<file path="config.mk">
export PLATFORM = sky130hd
export DESIGN_NAME = adder_scoreboard_flat
export DESIGN_NICKNAME = d
export VERILOG_FILES = /design/src/rtl/adder_scoreboard_pkg.sv /design/src/rtl/adder_scoreboard_if.sv /design/src/rtl/adder_mismatch.sv /design/src/rtl/adder_scoreboard.sv /design/src/flat_wrapper.sv
export SDC_FILE = /design/constraint.sdc
export NUM_CORES = 1
export LEC_CHECK = 0
export ABC_AREA = 1
export CAP_MARGIN = 20
export CORE_ASPECT_RATIO = 1.4
export CORE_UTILIZATION = 40
export CTS_BUF_LIST = sky130_fd_sc_hd__clkbuf_2 sky130_fd_sc_hd__clkbuf_4 sky130_fd_sc_hd__clkbuf_8
export CTS_CLUSTER_DIAMETER = 30
export CTS_CLUSTER_SIZE = 14
export DETAILED_ROUTE_END_ITERATION = 8
export PLACE_DENSITY = 0.77
export SLEW_MARGIN = 20
export SYNTH_ARGS = -nofsm -noshare
export SYNTH_HDL_FRONTEND = slang
export SYNTH_SLANG_ARGS = --single-unit
export TNS_END_PERCENT = 5
</file>
<file path="constraint.sdc">
create_clock -name clk -period 1.9 [get_ports clk]
set_input_delay 0.19 -clock clk [delete_from_list [all_inputs] [get_ports clk]]
set_output_delay 0.19 -clock clk [all_outputs]
set_load 0.05 [all_outputs]
</file>
<file path="src/rtl/adder_scoreboard_pkg.sv">
// Shared definitions for the adder result scoreboard.
// Provides the FSM state encoding and the bit positions inside the 4-bit
// mismatch / err_flags vector. File-driven benches and loggers import this
// package so that they decode flags the same way the hardware does.
package adder_scoreboard_pkg;

  // Scoreboard run state
  typedef enum logic [1:0] {
    IDLE = 2'd0,
    RUN  = 2'd1,
    DONE = 2'd2
  } state_e;

  // Mismatch vector layout: {gen, prop, cout, sum}
  localparam int unsigned MM_SUM  = 0;
  localparam int unsigned MM_COUT = 1;
  localparam int unsigned MM_PROP = 2;
  localparam int unsigned MM_GEN  = 3;
  localparam int unsigned MM_W    = 4;

endpackage : adder_scoreboard_pkg

</file>
<file path="src/rtl/adder_scoreboard_if.sv">
// Bus between a vector source (adder DUV + reference model + run control)
// and the scoreboard.
//   master : drives run control, operands, reference and DUV results;
//            observes the verdict.
//   slave  : the scoreboard; consumes vectors, drives verdict and capture.
// Parameters: n = operand/sum width, cnt_w = counter width.
interface adder_scoreboard_if #(
  parameter int unsigned n     = 32,
  parameter int unsigned cnt_w = 16
);
  // Run control
  logic             start;
  logic [cnt_w-1:0] num_vec;
  // Vector under check
  logic             valid;
  logic             cin;
  logic [n-1:0]     a;
  logic [n-1:0]     b;
  logic [n-1:0]     s_ref;
  logic [n-1:0]     s_duv;
  logic             cout_ref;
  logic             cout_duv;
  logic             prop_ref;
  logic             prop_duv;
  logic             gen_ref;
  logic             gen_duv;
  // Verdict
  logic             busy;
  logic             done;
  logic             pass;
  logic [cnt_w-1:0] vec_count;
  logic [cnt_w-1:0] err_count;
  logic [3:0]       err_flags;
  // First failing vector
  logic [cnt_w-1:0] first_err_idx;
  logic [n-1:0]     first_err_a;
  logic [n-1:0]     first_err_b;
  logic             first_err_cin;

  modport master (
    output start, num_vec, valid, cin, a, b,
           s_ref, s_duv, cout_ref, cout_duv,
           prop_ref, prop_duv, gen_ref, gen_duv,
    input  busy, done, pass, vec_count, err_count, err_flags,
           first_err_idx, first_err_a, first_err_b, first_err_cin
  );

  modport slave (
    input  start, num_vec, valid, cin, a, b,
           s_ref, s_duv, cout_ref, cout_duv,
           prop_ref, prop_duv, gen_ref, gen_duv,
    output busy, done, pass, vec_count, err_count, err_flags,
           first_err_idx, first_err_a, first_err_b, first_err_cin
  );
endinterface : adder_scoreboard_if

</file>
<file path="src/rtl/adder_mismatch.sv">
// Combinational compare of DUV against reference adder outputs.
// Ports:
//   s_ref/s_duv       : n-bit sums
//   cout_ref/cout_duv : carry-outs
//   prop_*/gen_*      : group propagate/generate
//   mismatch_c        : {gen, prop, cout, sum} mismatch bits
// cmp_type = 0 : only sum/cout are compared (csa, cra, a1csa)
// cmp_type = 1 : prop/gen also compared (cla, a1csah)
module adder_mismatch
  import adder_scoreboard_pkg::*;
#(
  parameter int unsigned n        = 32,
  parameter bit          cmp_type = 1'b1
) (
  input  logic [n-1:0]    s_ref,
  input  logic [n-1:0]    s_duv,
  input  logic            cout_ref,
  input  logic            cout_duv,
  input  logic            prop_ref,
  input  logic            prop_duv,
  input  logic            gen_ref,
  input  logic            gen_duv,
  output logic [MM_W-1:0] mismatch_c
);

  // Prop/gen differences are masked when the adder family has no group outputs
  always_comb begin
    mismatch_c          = '0;
    mismatch_c[MM_SUM]  = (s_ref != s_duv);
    mismatch_c[MM_COUT] = (cout_ref != cout_duv);
    mismatch_c[MM_PROP] = cmp_type && (prop_ref != prop_duv);
    mismatch_c[MM_GEN]  = cmp_type && (gen_ref != gen_duv);
  end

endmodule : adder_mismatch

</file>
<file path="src/rtl/adder_scoreboard.sv">
// Self-contained pass/fail checker placed after an adder DUV and its
// reference model. Counts checked and failing vectors, keeps a sticky OR of
// mismatch kinds, captures the first failing vector, and reports done/pass
// once the programmed number of vectors has been checked.
// Ports:
//   clk, rst : clock, synchronous active-high reset
//   bus      : adder_scoreboard_if slave (run control, vector, verdict)
// Parameters:
//   n        : operand/sum width
//   cmp_type : 0 = sum/cout only, 1 = also prop/gen
//   cnt_w    : width of vector/error counters
module adder_scoreboard
  import adder_scoreboard_pkg::*;
#(
  parameter int unsigned n        = 32,
  parameter bit          cmp_type = 1'b1,
  parameter int unsigned cnt_w    = 16
) (
  input  logic               clk,
  input  logic               rst,
  adder_scoreboard_if.slave  bus
);

  localparam logic [cnt_w-1:0] ERR_MAX = '1;

  state_e           state_q, state_d;
  logic [cnt_w-1:0] num_q, num_d;
  logic [cnt_w-1:0] vec_q, vec_d;
  logic [cnt_w-1:0] err_q, err_d;
  logic [MM_W-1:0]  flags_q, flags_d;
  logic [cnt_w-1:0] idx_q, idx_d;
  logic [n-1:0]     fa_q, fa_d;
  logic [n-1:0]     fb_q, fb_d;
  logic             fcin_q, fcin_d;
  logic             busy_q, busy_d;
  logic             done_q, done_d;
  logic             pass_q, pass_d;

  logic [MM_W-1:0]  mismatch_c;
  logic             fail_c;

  adder_mismatch #(
    .n        (n),
    .cmp_type (cmp_type)
  ) u_mismatch (
    .s_ref      (bus.s_ref),
    .s_duv      (bus.s_duv),
    .cout_ref   (bus.cout_ref),
    .cout_duv   (bus.cout_duv),
    .prop_ref   (bus.prop_ref),
    .prop_duv   (bus.prop_duv),
    .gen_ref    (bus.gen_ref),
    .gen_duv    (bus.gen_duv),
    .mismatch_c (mismatch_c)
  );

  assign fail_c = |mismatch_c;

  // Next-state, counter, capture and verdict logic
  always_comb begin
    state_d = state_q;
    num_d   = num_q;
    vec_d   = vec_q;
    err_d   = err_q;
    flags_d = flags_q;
    idx_d   = idx_q;
    fa_d    = fa_q;
    fb_d    = fb_q;
    fcin_d  = fcin_q;

    case (state_q)
      IDLE, DONE: ;
      RUN: begin
        if (bus.valid) begin
          vec_d   = vec_q + cnt_w'(1);
          flags_d = flags_q | mismatch_c;
          if (fail_c) begin
            if (err_q != ERR_MAX) err_d = err_q + cnt_w'(1);
            // A zero error count means this is the first failure of the run
            if (err_q == '0) begin
              idx_d  = vec_q;
              fa_d   = bus.a;
              fb_d   = bus.b;
              fcin_d = bus.cin;
            end
          end
          if (vec_d == num_q) state_d = DONE;
        end
      end
      default: state_d = IDLE;
    endcase

    // start wins over any vector presented in the same cycle
    if (bus.start) begin
      num_d   = bus.num_vec;
      vec_d   = '0;
      err_d   = '0;
      flags_d = '0;
      idx_d   = '0;
      fa_d    = '0;
      fb_d    = '0;
      fcin_d  = 1'b0;
      state_d = (bus.num_vec == '0) ? DONE : RUN;
    end

    busy_d = (state_d == RUN);
    done_d = (state_d == DONE);
    pass_d = done_d && (err_d == '0);
  end

  // State and datapath registers
  always_ff @(posedge clk) begin
    if (rst) begin
      state_q <= IDLE;
      num_q   <= '0;
      vec_q   <= '0;
      err_q   <= '0;
      flags_q <= '0;
      idx_q   <= '0;
      fa_q    <= '0;
      fb_q    <= '0;
      fcin_q  <= 1'b0;
      busy_q  <= 1'b0;
      done_q  <= 1'b0;
      pass_q  <= 1'b0;
    end else begin
      state_q <= state_d;
      num_q   <= num_d;
      vec_q   <= vec_d;
      err_q   <= err_d;
      flags_q <= flags_d;
      idx_q   <= idx_d;
      fa_q    <= fa_d;
      fb_q    <= fb_d;
      fcin_q  <= fcin_d;
      busy_q  <= busy_d;
      done_q  <= done_d;
      pass_q  <= pass_d;
    end
  end

  assign bus.busy          = busy_q;
  assign bus.done          = done_q;
  assign bus.pass          = pass_q;
  assign bus.vec_count     = vec_q;
  assign bus.err_count     = err_q;
  assign bus.err_flags     = flags_q;
  assign bus.first_err_idx = idx_q;
  assign bus.first_err_a   = fa_q;
  assign bus.first_err_b   = fb_q;
  assign bus.first_err_cin = fcin_q;

endmodule : adder_scoreboard

</file>
<file path="src/flat_wrapper.sv">
// flat-port wrapper written by rule: the top's interface ports become plain ports
module adder_scoreboard_flat import adder_scoreboard_pkg::*;
#(
  parameter int unsigned n        = 32,
  parameter bit          cmp_type = 1'b1,
  parameter int unsigned cnt_w    = 16
)
  (clk, rst, bus_start, bus_num_vec, bus_valid, bus_cin, bus_a, bus_b, bus_s_ref, bus_s_duv, bus_cout_ref, bus_cout_duv, bus_prop_ref, bus_prop_duv, bus_gen_ref, bus_gen_duv, bus_busy, bus_done, bus_pass, bus_vec_count, bus_err_count, bus_err_flags, bus_first_err_idx, bus_first_err_a, bus_first_err_b, bus_first_err_cin);
  adder_scoreboard_if #(.n(n), .cnt_w(cnt_w)) bus_i ();
  input  logic clk;
  input  logic rst;
  input wire logic [$bits(bus_i.start)-1:0] bus_start;
  input wire logic [$bits(bus_i.num_vec)-1:0] bus_num_vec;
  input wire logic [$bits(bus_i.valid)-1:0] bus_valid;
  input wire logic [$bits(bus_i.cin)-1:0] bus_cin;
  input wire logic [$bits(bus_i.a)-1:0] bus_a;
  input wire logic [$bits(bus_i.b)-1:0] bus_b;
  input wire logic [$bits(bus_i.s_ref)-1:0] bus_s_ref;
  input wire logic [$bits(bus_i.s_duv)-1:0] bus_s_duv;
  input wire logic [$bits(bus_i.cout_ref)-1:0] bus_cout_ref;
  input wire logic [$bits(bus_i.cout_duv)-1:0] bus_cout_duv;
  input wire logic [$bits(bus_i.prop_ref)-1:0] bus_prop_ref;
  input wire logic [$bits(bus_i.prop_duv)-1:0] bus_prop_duv;
  input wire logic [$bits(bus_i.gen_ref)-1:0] bus_gen_ref;
  input wire logic [$bits(bus_i.gen_duv)-1:0] bus_gen_duv;
  output wire logic [$bits(bus_i.busy)-1:0] bus_busy;
  output wire logic [$bits(bus_i.done)-1:0] bus_done;
  output wire logic [$bits(bus_i.pass)-1:0] bus_pass;
  output wire logic [$bits(bus_i.vec_count)-1:0] bus_vec_count;
  output wire logic [$bits(bus_i.err_count)-1:0] bus_err_count;
  output wire logic [$bits(bus_i.err_flags)-1:0] bus_err_flags;
  output wire logic [$bits(bus_i.first_err_idx)-1:0] bus_first_err_idx;
  output wire logic [$bits(bus_i.first_err_a)-1:0] bus_first_err_a;
  output wire logic [$bits(bus_i.first_err_b)-1:0] bus_first_err_b;
  output wire logic [$bits(bus_i.first_err_cin)-1:0] bus_first_err_cin;
  assign bus_i.start = bus_start;
  assign bus_i.num_vec = bus_num_vec;
  assign bus_i.valid = bus_valid;
  assign bus_i.cin = bus_cin;
  assign bus_i.a = bus_a;
  assign bus_i.b = bus_b;
  assign bus_i.s_ref = bus_s_ref;
  assign bus_i.s_duv = bus_s_duv;
  assign bus_i.cout_ref = bus_cout_ref;
  assign bus_i.cout_duv = bus_cout_duv;
  assign bus_i.prop_ref = bus_prop_ref;
  assign bus_i.prop_duv = bus_prop_duv;
  assign bus_i.gen_ref = bus_gen_ref;
  assign bus_i.gen_duv = bus_gen_duv;
  assign bus_busy = bus_i.busy;
  assign bus_done = bus_i.done;
  assign bus_pass = bus_i.pass;
  assign bus_vec_count = bus_i.vec_count;
  assign bus_err_count = bus_i.err_count;
  assign bus_err_flags = bus_i.err_flags;
  assign bus_first_err_idx = bus_i.first_err_idx;
  assign bus_first_err_a = bus_i.first_err_a;
  assign bus_first_err_b = bus_i.first_err_b;
  assign bus_first_err_cin = bus_i.first_err_cin;
  adder_scoreboard #(.n(n), .cmp_type(cmp_type), .cnt_w(cnt_w)) u_core (.clk(clk), .rst(rst), .bus(bus_i));
endmodule
</file>
==> summary.txt, run 1 <==
Setup path
  • Critical Path Max Stage Delay: approximately 0.39 ns
  • Worst-path maximum fanout: 4
  • CP cell instances: nand2_1 > nor2_1 > nand2_4 > nor2_4 > xor2_1 > nor2_1 > nor2_2 > nand3_1 > nor2_2 > nand3_2 > nand2_1 > nand2_1 > nand2_1 > nand2_2 > nor2_2
  • Required time of the critical path: between 2 and 2.5 ns
  • Critical-path top delay cell: dfxtp_2
  • Critical path class: reg2reg
  • Startpoint class of the critical path: flip-flop
  • WP buf/inv: 0
  • Gate family responsible for the most delay along the worst path: simple AND/OR/NAND/NOR gates
  • Worst setup EP type: flip-flop
  • Critical path arrival: ~2.5 ns
  • Most used cell, CP: nand2_1

Yosys
  • Synth area leaders: dfxtp_1 (43%), nor2_1 (13%), nand2_1 (7.6%)
  • Synth Register Bits: about 140
  • XOR/XNOR Fraction of Synth Area: 0.0695
  • Ys Warns: 0
  • Syn Area/Cell: about 7 sq um
  • Syn Inst Count: 927
  • Register area share after synthesis: 0.426
  • Post-Synth Adder-Cell Area: 0.00772
  • Leading area contributor after synthesis: dfxtp_1
  • Share of the synthesized area in the top cell type: 0.426
  • Mapped Area: about 6500 sq um
  • Compound-cell area share of the yosys netlist: 0.120
  • Syn_nets: around 1,100
  • Post-Synth Simple-Gate Area: 0.287
  • Post-synthesis mux area share: 0
  • Commonest register cell after synthesis: dfxtp_1
  • EDFF count, synth: 0
  • Largest family of logic cells by synthesized area: simple AND/OR/NAND/NOR gates
  • Synth async-reset ratio: 0
  • Synth unique cells: 35

Floorplan
  • Starting Density: 0.412
  • Die Width: between 100 and 150 um
  • Die height: 153 um
  • Row count: 54
  • Ports: 275
  • Core area: approximately 16,000 sq um
  • Full die area: ~17,000 sq um

Finish
  • Share of layout cells above drive strength 1: 0.187
  • Final cell count without fillers: approximately 1,500
  • Final core occ: 0.703
  • Final #Nets: 1,448
  • Inserted Diodes: 0
  • Fill cells: approximately 1,300
  • Synth-to-layout area growth: 70.7%

Route
  • Via count: between 7,000 and 8,000
  • Vias/cell: 4.86
  • DR iter-0 viols: between 400 and 500
  • DR DRC count: 0
  • Drt total wl: around 22,000 um
  • First-pass iteration count of the detailed router: 5
  • Number of routed nets with antenna violations: 0
  • Wire per inst: 15.0 um

Run status
  • Status: finished, violations left
  • Failing checks: setup timing

STA
  • Worst slew pin tran: between 0.5 and 0.6 ns
  • Relative slew slack: 0.624
  • Final setup vio count: between 70 and 80
  • RSZ-0062 raised after global routing: true
  • Final max-slew violation count: 0
  • Max Clock Freq: between 400 and 500 MHz
  • Final worst slack: -0.154 ns
  • Final-report hold violation count: 0
  • Final setup skew: roughly 0.012 ns
  • Setup Total Neg Slack: -5.04 ns
  • Crit path time final: approximately 2.1 ns
  • Final period util: 1.08

Run
  • Max_cap viols: 0

Hold path
  • Worst min path class: in2reg

GRT
  • Largest net degree at the start of global routing: 67
  • Total congestion overflow: 0
  • First-pass GRT wire length: 34,900 um
  • All-Layer GR Usage: 0.272
  • Antenna violations before repair: 0
  • Vias in the first global route: approximately 7,200

Clocking
  • CTS root buffer: clkbuf_8
  • CTS tree: yes
  • CTS sink cnt: approximately 140
  • # hold bufs at CTS: 0
  • TritonCTS buffer count: 17
  • H-tree Lvls: 4
  • Worst-path clk slew: ~0.080 ns
  • Maximum root-to-sink buffer count: 2
  • Clk_lat worst skew: about 0.46 ns

Place
  • Hpwl dp: between 15,000 and 20,000 um
  • IO Port Bufs: 274
  • Cells after DPL: 1,454
  • Final GP Congestion: slightly above 0.9

Power and ir drop
  • Leakage: ~4.7 nW
  • Power density cells: roughly 650 nW/um^2
  • Max IR drop VDD: between 500 and 600 uV
[cell type report]
class	instances	area, sq um	area share
tap	196	245	0.0222
timing repair buffer	385	3740	0.338
sequential	138	2820	0.255
multi-input combinational	643	3410	0.309
clock inverter	10	165	0.0149
clock buffer	22	278	0.0251
inverter	104	395	0.0357
[per-layer routing]
metal  wire length [um]  share of wire  GRT usage  vias to the layer above
met5                  0              0          0                        -
met4                914          0.041      0.152                        0
met3               1370          0.061     0.0582                       62
met2              11700           0.52      0.500                      238
met1               8490           0.38      0.277                     3309
li1                   -              -          -                     3669
[cell families after synthesis]
logic type	count (synthesis)
and+or+nand+nor	445
buffers and inverters	146
AOI/OAI and AO/OA	145
DFF	138
xor gates and xnor gates	49
adders and majority gates	4
[where the power goes]
group	internal (mW)	total (mW)	switching (mW)
registers	2.98	3.03	0.0540
logic	0.687	1.44	0.754
clock network	1.53	2.70	1.17
[through the flow]
stage	power [mW]	hold WS [ns]	instance area [sq um]	setup slack, ns
CTS	7.18	0.303	10900	-0.180
global placement	4.42	0.451	10200	-0.554
detailed placement	4.44	0.463	10200	-0.582
global route	7.45	0.319	11100	-0.322
floorplan	3.77	0.322	6570	-0.0129
finish	7.17	0.324	11100	-0.154
[final timing paths]
| path | startpoint | end | slack, ns | cells after the start |
|---|---|---|---|---|
| worst max-delay path | u_core.bus.vec_count[5] | u_core.bus.pass | -0.15 | 15 |
| worst min-delay path | bus_b[16] | u_core.bus.first_err_b[16] | 0.32 | 3 |
| worst max register to register | u_core.bus.vec_count[5] | u_core.bus.pass | -0.15 | 15 |
| worst min register to register | u_core.num_q[10] | u_core.num_q[10] | 0.47 | 2 |
[synthesized netlist by cell type (2+ instances only)]
cell,n
buf_2,9
buf_4,4
inv_1,101
nor3b_1,3
nor3_1,13
nor2_4,2
xor2_1,23
ha_1,4
a21oi_1,29
clkbuf_1,27
inv_2,2
nor2_2,3
nand4_1,19
nor2_1,220
nor4_1,5
dfxtp_1,138
xnor2_1,24
o21ai_0,81
o21ai_1,15
nand3_1,42
o211ai_1,4
a211oi_1,15
nand2_1,132
[what timing repair did]
| action | in CTS | in global routing |
|---|---|---|
| endpoints found under the setup margin | 111 | 97 |
| gates resized for setup | 98 | 45 |
| cloned | 4 | 0 |
| pin swaps | 15 | 8 |
| buffers inserted | 8 | 0 |
[state kept, by name, summed over array words and instances, names as in the netlist]
signal                    count
u_core.bus.first_err_a       32
u_core.bus.first_err_b       32
u_core.bus.err_count         16
u_core.bus.first_err_idx     16
u_core.bus.vec_count         16
u_core.num_q                 16
u_core.bus.err_flags          4
u_core.state_q                2
u_core.bus.busy               1
u_core.bus.done               1
u_core.bus.first_err_cin      1
u_core.bus.pass               1
[cell usage in the layout (no fill, tap or decap), types with 4 or more instances in the layout]
cell	Yosys	layout
dfxtp_4	0	8
a21oi_1	29	28
clkbuf_4	0	4
clkbuf_8	0	18
xnor2_1	24	21
buf_4	4	105
nor2_1	220	208
dfxtp_1	138	108
ha_4	0	4
nor3_1	13	11
nand3_1	42	33
inv_2	2	4
inv_1	101	97
nor4_1	5	4
xor2_1	23	19
clkdlybuf4s50_1	0	236
dlygate4sd2_1	0	25
a211oi_1	15	12
xor2_2	1	5
nor2_4	2	7
o21ai_1	15	60
buf_12	0	7
nor2_2	3	10
o211ai_1	4	4
bufinv_16	0	4
nand2_2	1	5
dfxtp_2	0	22
nand3_2	1	7
nand4_1	19	19
nand2_1	132	128
o21ai_0	81	34
[worst min-delay path, delay by kind of cell]
family                 cells  cell delay (ns)
AND/OR/NAND/NOR            1             0.04
buffers and inverters      1             0.39
AO/OA/AOI/OAI              1             0.12
Power figures use the tool's default switching activity.
==> inputs of run 2 (changes only) <==
GPL_ROUTABILITY_DRIVEN = 0   (was not set)
==> run 2 against run 1 <==
Compared with the run above:
- clock skew rose by 0.0051 ns
- worst setup slack got worse by 0.044 ns
- flip-flop and latch count did not move
- largest power group unchanged
- critical path type unchanged
- critical endpoint unchanged
- clock power fell by 16%
- the run still ends with setup timing left
- clock-buffer cell count fell by 5
==> summary.txt, run 2 (synthesis gave the netlist of run 1 again) <==
Run status
  • Status: finished, violations left
  • Failing checks: setup timing

Power and ir drop
  • Leakage: 4.77 nW (+0.38%)
  • Sw frac: 0.301 (+0.0258)
  • Gate power share: 0.214 (+0.013)
  • Int Power: 4.72 mW (-9.0%)
  • Flop pwr share: 0.448 (+0.025)
  • Power density cells: 613 nW/um^2 (-5.4%)
  • Design Power: 6.76 mW (-5.7%)
  • Clock Power Share: 0.338 (-0.038)
  • Switch Pwr: 2.04 mW (+3.2%)
  • Max IR drop VDD: 544 uV (+7.7%)

Setup path
  • Required time of the critical path: 2.30 ns (about the same)
  • Critical-path top delay cell: dfxtp_4
  • Worst-path maximum fanout: 7 (+3)
  • Startpoint class of the critical path: flip-flop
  • CP cell instances: ha_4 > nand3_2 > nor2_2 > nand2_2 > nor2_4 > inv_4 > nand3_2 > buf_4 > nand2_1 > nand3_1 > nand2_1 > inv_1 > nand3_1 > nor2_2 > nand2_1 > nor2_2
  • Worst setup EP type: flip-flop
  • WP buf/inv: 3 (+3)
  • Critical path class: reg2reg
  • Critical Path Max Stage Delay: 0.38 ns (about the same)
  • Gate family responsible for the most delay along the worst path: simple AND/OR/NAND/NOR gates
  • Critical path arrival: 2.50 ns (+0.04 ns)

Route
  • Via count: 7,237 (-0.56%)
  • First-pass iteration count of the detailed router: 7 (+2)
  • Number of routed nets with antenna violations: 0 (unchanged)
  • Vias/cell: 4.85 (-0.23%)
  • Drt total wl: 21,400 um (-5.1%)
  • Wire per inst: 14.3 um (-4.7%)
  • DR DRC count: 0 (unchanged)
  • DR iter-0 viols: 459 (+14%)

Floorplan
  • Core area: 15,700 sq um (unchanged)
  • Die height: 153 um (unchanged)
  • Row count: 54 (unchanged)
  • Starting Density: 0.412 (unchanged)
  • Ports: 275 (unchanged)
  • Die Width: 110 um (unchanged)
  • Full die area: 16,700 sq um (unchanged)

STA
  • Final setup skew: 0.0167 ns (+0.00511 ns)
  • Max Clock Freq: 477 MHz (-2.1%)
  • Crit path time final: 2.10 ns (+0.0435 ns)
  • Final-report hold violation count: 0 (unchanged)
  • Relative slew slack: 0.628 (+0.00386)
  • Worst slew pin tran: 0.557 ns (-0.00894 ns)
  • RSZ-0062 raised after global routing: true
  • Final max-slew violation count: 0 (unchanged)
  • Final period util: 1.10 (+0.0229)
  • Final setup vio count: 71 (-10%)
  • Hold_ws: 0.325 ns (+0.000994 ns)
  • Final worst slack: -0.197 ns (-0.0435 ns)

GRT
  • Antenna violations before repair: 0 (unchanged)
  • All-Layer GR Usage: 0.247 (-0.0257)
  • Largest net degree at the start of global routing: 75 (+12%)
  • Vias in the first global route: 6,698 (-7.5%)
  • Total congestion overflow: 0 (unchanged)
  • First-pass GRT wire length: 32,000 um (-8.4%)

Finish
  • Commonest cells after routing, fill and taps aside: clkdlybuf4s50_1 (241), nor2_1 (204), nand2_1 (126)
  • Share of layout cells above drive strength 1: 0.198 (+0.0107)
  • Inserted Diodes: 0 (unchanged)
  • Final core occ: 0.700 (-0.00222)
  • Final Cell Area: 11,000 sq um (-0.32%)
  • Leading cell type in the layout, fill and taps excluded: clkdlybuf4s50_1
  • Final #Nets: 1,443 (-0.35%)
  • Synth-to-layout area growth: 70.1%

Clocking
  • CTS tree: yes
  • CTS sink cnt: 138 (unchanged)
  • H-tree Lvls: 4 (unchanged)
  • # hold bufs at CTS: 0 (unchanged)
  • Worst-path clk slew: 0.10 ns (+0.02 ns)
  • TritonCTS buffer count: 17 (unchanged)
  • CTS root buffer: clkbuf_8
  • Maximum root-to-sink buffer count: 2 (unchanged)
  • Clk_lat worst skew: 0.46 ns (about the same)

Place
  • Hpwl dp: 15,600 um (-5.3%)
  • IO Port Bufs: 274 (unchanged)
  • Dpl cell area: 10,100 sq um (-0.34%)
  • Setup WS pre-CTS: -0.802 ns (-0.221 ns)

Run
  • Max_cap viols: 0 (unchanged)

Hold path
  • Worst min path class: in2reg
==> run 2: cell type report <==
class	instances	area, sq um
Clock buffer	17	234
Clock inverter	15	143
Fill cell	1298	4720
Inverter	104	398
Multi-Input combinational cell	643	3460
Sequential cell	138	2820
Tap cell	196	245
Timing Repair Buffer	379	3710
Timing Repair inverter	1	7.51
==> run 2: power groups by stage <==
stage | registers, mW | clock network (mW) | logic (mW)
after detailed placement | 3.10 | 0 | 1.33
after floorplan | 3.33 | 0 | 0.445
after CTS | 3.03 | 2.34 | 1.40
final | 3.03 | 2.28 | 1.45
after global placement | 3.09 | 0 | 1.31
after global routing | 3.04 | 2.46 | 1.56
==> run 2: worst min-delay path, stage by stage <==
cell and delay (ns):
clkdlybuf4s50_1 0.40, o21ai_1 0.12, nor2_1 0.04
==> run 2: path summary, 6_finish.rpt <==
kind / startpoint / to / cells past startpoint / slack (ns)
max: u_core.bus.err_count[0] / u_core.bus.pass / 16 / -0.20
min: bus_b[14] / u_core.bus.first_err_b[14] / 3 / 0.33
max reg2reg: u_core.bus.err_count[0] / u_core.bus.pass / 16 / -0.20
min reg2reg: u_core.num_q[15] / u_core.num_q[15] / 2 / 0.46
==> run 2: routing by layer <==
| metal | vias up | GRT usage | part of all wire |
|---|---|---|---|
| met2 | 261 | 0.453 | 0.52 |
| li1 | 3659 | - | - |
| met3 | 47 | 0.0535 | 0.064 |
| met1 | 3270 | 0.260 | 0.38 |
| met5 | - | 0 | 0 |
| met4 | 0 | 0.116 | 0.030 |
==> run 2: repair_timing <==
item | 4_1_cts | 5_1_grt
setup endpoints to repair | 110 | 101
hold endpoints to repair | 0 | 0
pin swaps | 12 | 17
gates cloned | 4 | 2
setup buffers | 3 | 1
resized for setup | 90 | 72
==> run 2: through the flow <==
stage / TNS, ns / instances
after floorplan: -0.0129 / 927
after global placement: -51.79 / 1451
after detailed placement: -51.53 / 1451
after CTS: -6.83 / 1490
after global routing: -14.41 / 1493
final: -3.57 / 1493
